[src/rtl/uart_pkt_controller.sv]
// uart_pkt_controller: frames UART bytes into sync/addr/len/payload/xor-checksum packets
// and streams payload bytes to an external buffer.
module uart_pkt_controller #(
  parameter logic [7:0] SYNC_BYTE      = 8'hA5,
  parameter int         MAX_LEN        = 16,
  parameter int         TIMEOUT_CYCLES = 100000,
  localparam int        AW             = (MAX_LEN > 1) ? $clog2(MAX_LEN) : 1,
  localparam int        CW             = $clog2(TIMEOUT_CYCLES + 1)
) (
  input  logic          clk,
  input  logic          rst_n,
  input  logic [7:0]    rx_data,
  input  logic          rx_complete,
  output logic          buf_we,
  output logic [AW-1:0] buf_waddr,
  output logic [7:0]    buf_wdata,
  output logic [7:0]    pkt_addr,
  output logic [7:0]    pkt_len,
  output logic          pkt_valid,
  output logic          pkt_error,
  output logic [1:0]    err_code,
  output logic          busy
);
  typedef enum logic [2:0] {SYNC, ADDR, LEN, PAYLOAD, CHECK} state_t;
  state_t        state;
  logic          s1, s2, s3, primed, armed;
  logic [7:0]    csum, idx;
  logic [CW-1:0] cnt;
  logic          byte_stb;
  // armed only after a genuine low is seen, so a level already high at reset release is ignored
  assign byte_stb = s2 & ~s3 & armed;
  assign busy     = (state != SYNC);
  always_ff @(posedge clk or negedge rst_n)
    if (!rst_n) begin
      s1 <= 1'b0;
      s2 <= 1'b0;
      s3 <= 1'b0;
      primed <= 1'b0;
      armed <= 1'b0;
    end else begin
      s1 <= rx_complete;
      s2 <= s1;
      s3 <= s2;
      primed <= 1'b1;
      armed <= armed | (primed & ~s1);
    end
  always_ff @(posedge clk or negedge rst_n)
    if (!rst_n) begin
      state <= SYNC;
      buf_we <= 1'b0;
      buf_waddr <= '0;
      buf_wdata <= '0;
      pkt_addr <= '0;
      pkt_len <= '0;
      pkt_valid <= 1'b0;
      pkt_error <= 1'b0;
      err_code <= '0;
      csum <= '0;
      idx <= '0;
      cnt <= '0;
    end else begin
      buf_we <= 1'b0;
      pkt_valid <= 1'b0;
      pkt_error <= 1'b0;
      if (byte_stb) begin
        cnt <= '0;
        case (state)
          SYNC: if (rx_data == SYNC_BYTE) begin
            state <= ADDR;
            csum <= '0;
          end
          ADDR: begin
            pkt_addr <= rx_data;
            csum <= csum ^ rx_data;
            state <= LEN;
          end
          LEN: begin
            pkt_len <= rx_data;
            csum <= csum ^ rx_data;
            idx <= '0;
            if (32'(rx_data) > MAX_LEN) begin
              pkt_error <= 1'b1;
              err_code <= 2'd1;
              state <= SYNC;
            end else state <= (rx_data == 8'd0) ? CHECK : PAYLOAD;
          end
          PAYLOAD: begin
            buf_we <= 1'b1;
            buf_waddr <= idx[AW-1:0];
            buf_wdata <= rx_data;
            csum <= csum ^ rx_data;
            idx <= idx + 8'd1;
            if (idx + 8'd1 == pkt_len) state <= CHECK;
          end
          CHECK: begin
            if (rx_data == csum) pkt_valid <= 1'b1;
            else begin
              pkt_error <= 1'b1;
              err_code <= 2'd2;
            end
            state <= SYNC;
          end
          default: state <= SYNC;
        endcase
      end else if (state == SYNC) cnt <= '0;
      else if (cnt == CW'(TIMEOUT_CYCLES - 1)) begin
        pkt_error <= 1'b1;
        err_code <= 2'd3;
        state <= SYNC;
        cnt <= '0;
      end else cnt <= cnt + 1'b1;
    end
endmodule

[config.mk]
export PLATFORM = sky130hd
export DESIGN_NAME = uart_pkt_controller
export DESIGN_NICKNAME = d
export VERILOG_FILES = /design/src/rtl/uart_pkt_controller.sv
export SDC_FILE = /design/constraint.sdc
export NUM_CORES = 1
export LEC_CHECK = 0
export ABC_AREA = 1
export ABC_CLOCK_PERIOD_IN_PS = 2000
export CAP_MARGIN = 20
export CORE_MARGIN = 3
export CORE_UTILIZATION = 45
export CTS_BUF_LIST = sky130_fd_sc_hd__clkbuf_16
export CTS_CLUSTER_DIAMETER = 150
export DETAILED_ROUTE_END_ITERATION = 6
export PLACE_DENSITY = 0.64
export SYNTH_ARGS = -nofsm -noshare
export SYNTH_HDL_FRONTEND = slang
export SYNTH_SLANG_ARGS = --single-unit
[constraint.sdc]
create_clock -name clk -period 2 [get_ports clk]
set_clock_uncertainty 0.1 [all_clocks]
set_input_delay 0.6 -clock clk [delete_from_list [all_inputs] [get_ports clk]]
set_output_delay 0.6 -clock clk [all_outputs]
set_load 0.05 [all_outputs]
==> results of run 1 <==
-- cell families (layout without fill, tap and decap cells) --
| family | Yosys count | after routing | share of synthesized area, % |
|---|---|---|---|
| AO/OA/AOI/OAI | 66 | 66 | 10.2 |
| XOR/XNOR | 12 | 12 | 2.97 |
| adder cells (fa/ha/maj) | 2 | 2 | 0.707 |
| buffers and inverters | 61 | 148 | 6.75 |
| flip-flops | 74 | 74 | 52.3 |
| other | 1 | 1 | 0.106 |
| AND/OR/NAND/NOR | 210 | 210 | 26.9 |
-- registers in the layout (all words and copies together) (netlist names), 2 cells and up --
signal     cells
pkt_addr       8
idx            8
state          3
err_code       2
buf_waddr      4
pkt_len        8
buf_wdata      8
cnt           17
csum           8
-- power by group --
group	total, mW	internal, mW	switching, mW
Clock	1.73	1.09	0.640
Combinational	2.58	0.952	1.62
Sequential	2.15	1.85	0.307
-- placed cells by master (no fill, tap or decap), drive strengths merged --
master / instances
a21oi: 13
ha: 2
nor2: 48
and2: 1
clkinv: 1
nor4: 4
o21bai: 3
nand3b: 2
clkdlybuf4s50: 1
nand3: 36
dlymetal6s2s: 8
conb: 1
clkbuf: 10
o21a: 1
bufinv: 2
buf: 65
nand4: 5
dfrtp: 74
o22ai: 4
xor2: 11
inv: 60
nand2: 103
nor3: 10
xnor2: 1
a21boi: 1
o21ai: 44
or2: 1
clkinvlp: 1
-- synthesized netlist by cell type, drive strengths merged --
cell type / number / area (µm²)
o22ai: 4 / 31.3
ha: 2 / 25.0
o21ai: 44 / 220
inv: 57 / 219
buf: 4 / 20.0
nor2: 48 / 229
nand3b: 2 / 15.0
nand4: 5 / 31.3
o21bai: 3 / 22.5
dfrtp: 74 / 1850
xor2: 11 / 96.3
a21oi: 13 / 72.6
nand2: 103 / 392
nand3: 36 / 180
conb: 1 / 3.75
a21boi: 1 / 7.51
nor3: 10 / 66.3
or2: 1 / 8.76
nor4: 4 / 25.0
o21a: 1 / 7.51
and2: 1 / 6.26
xnor2: 1 / 8.76
-- per-layer routing --
layer | wire [µm] | track usage [%] | part of all wire (%)
met4 | 125 | 8.65 | 1.5
met2 | 3760 | 29.5 | 45
met1 | 4100 | 30.8 | 48
met5 | 0 | 0 | 0
met3 | 466 | 3.35 | 5.5
-- metrics by stage --
step	instance area (µm²)	std cells
detailed placement	4290	591
CTS	4620	608
floorplan	3540	426
global route	4780	612
global placement	4290	591
finish	4780	612
-- critical path, delay by kind of cell, from the launching register on --
family | cells | cell delay (ps)
buf+inv | 2 | 300
flops | 1 | 440
simple gates | 1 | 220
-- path summary, 6_finish.rpt --
check | end | slack (ps) | cells after the start
worst max-delay path | busy | 10 | 3
worst min-delay path | buf_wdata[3]$_DFFE_PN0P_ | 180 | 2
worst max register to register | state[2]$_DFFE_PN0P_ | 160 | 12
worst min register to register | s2$_DFF_PN0_ | 270 | 0
max in group asynchronous | state[1]$_DFFE_PN0P_ | 1300 | 2
min in group clk | s2$_DFF_PN0_ | 270 | 0
-- cell type report --
class / count / area (µm²)
clock buffer: 9 / 225
clock inverter: 7 / 92.6
fill: 647 / 2670
inverter: 57 / 219
multi-input combinational: 291 / 1540
sequential: 74 / 1860
tap: 99 / 124
timing repair buffer: 75 / 723
-- what timing repair did --
action	in CTS	in global routing
gates resized for setup	4	33
buffers inserted	1	3
hold endpoints to repair	0	0
gates cloned	0	1
setup endpoints to repair	2	19
pin swaps	0	7
hold buffers	0	0
==> impl_results.md, run 1 <==
* Initial core utilization at a little under half
* Sum Neg Setup Slack at 0 ps
* Syn_nets at 439
* CP startpoint: state[1]$_DFFE_PN0P_
* Wire length of the first global-routing pass at approximately 14 mm
* Number of vias in the routed layout at between 3k and 4k
* Crit path DAT at around 1300 ps
* Wire length after detailed routing at about 8.5 mm
* Violation count after the first detailed-route iteration at approximately 270
* Total number of H-tree levels at 3
* Fraction of layout instances using a drive strength above 1 at between 20% and 30%
* Outcome: finished clean
* Standard cell core area at 7450 µm²
* Startpoint of the lowest-slack register-to-register path: idx[0]$_DFFE_PN0P_
* Type of the worst setup path: reg2out
* Insertion delay to the later sink of the worst-skew pair at 340 ps
* Type of the worst min-delay path: in2async
* Clock transition at the register clock pins on the worst setup and hold paths after CTS at 60 ps
* Post-route DRC violation count at 0
* Largest voltage drop on the vdd net at approximately 0.69 mV
* WP data required at between 1000 and 1500 ps
* Area delta synth->final at 35.0%
* Number of distinct standard cells referenced by the synthesized netlist at 31
* Total of buffers placed on input and output ports at 44
* Maximum number of pins on one net before global-route repair at 75
* Top-level I/O count at 45
* Slowest cell on crit path: dfrtp_2
* Post-route minimum period at approximately 2000 ps
* Initial antenna violation count at 0
* Power per unit of standard cell area at 1350 nW/µm²
* Maximum capacitance violations at 0
* Diodes inserted at 0
* Aggregate global routing overflow at 0
* Routed len/inst at 13.8 µm
* Total count of max-transition violations in the final report at 0
* Maximum fanout along the worst path at 5
* Pre-CTS worst setup slack at -355 ps
* Upper clock frequency limit at ~0.50 GHz
* Part of the cycle the worst path needs at 99.3%
* Number of global-route vias before repair at 2932
* Net count reported at finish at approximately 520
* Number of warnings printed during yosys synthesis at 0
* Maximum root-to-sink buffer count at 2
* Half-perimeter wire length after placement at slightly below 6 mm
* Final core occ at ~64%
* Die Span Y at between 90 and 100 µm
* Type of destination of the critical path: output port
* Die boundary width at approximately 95 µm
* Number of nets still failing antenna checks after routing at 0
* Count of mapped cells out of synthesis at between 400 and 500
* CP startpoint kind: flip-flop
* Total power of the final layout at about 6.5 mW
* Least setup slack across all paths after layout at approximately 14 ps
* GP Congestion at between 0.8 and 0.9
* Floorplan row count at 31
* Final hold violation count at 0
* Total standard cell area after synthesis at 3540 µm²
* Longest individual stage delay on the worst path at 440 ps
* Post-synthesis area per instance at 8.31 µm²
* Number of buffers created by CTS at 9
* Via/cell ratio at 5.07
* Total die area at ~9000 µm²
* Final setup violation count at 0
* Post-route worst hold slack at ~180 ps
* Router iterations before antenna repair at 5
* Root Driver: clkbuf_16
* Clock tree from TritonCTS: done
* Leakage dissipation at approximately 2.3 nW
* Yosys reg bits at 74
* Seq/Total Area, Yosys at a little over half
* Clk sink count at 74
* Cell Chain, Critical Path: nor3_4 > inv_2 > buf_4
* GRT Total Usage at approximately a fifth
No activity file was read; power rests on OpenSTA's default activity.
==> run 2: changes to the inputs <==
- CAP_MARGIN: 20 -> unset
==> results of run 2 <==
Same layout as run 1: the final DEF is identical, and so are final timing and power.
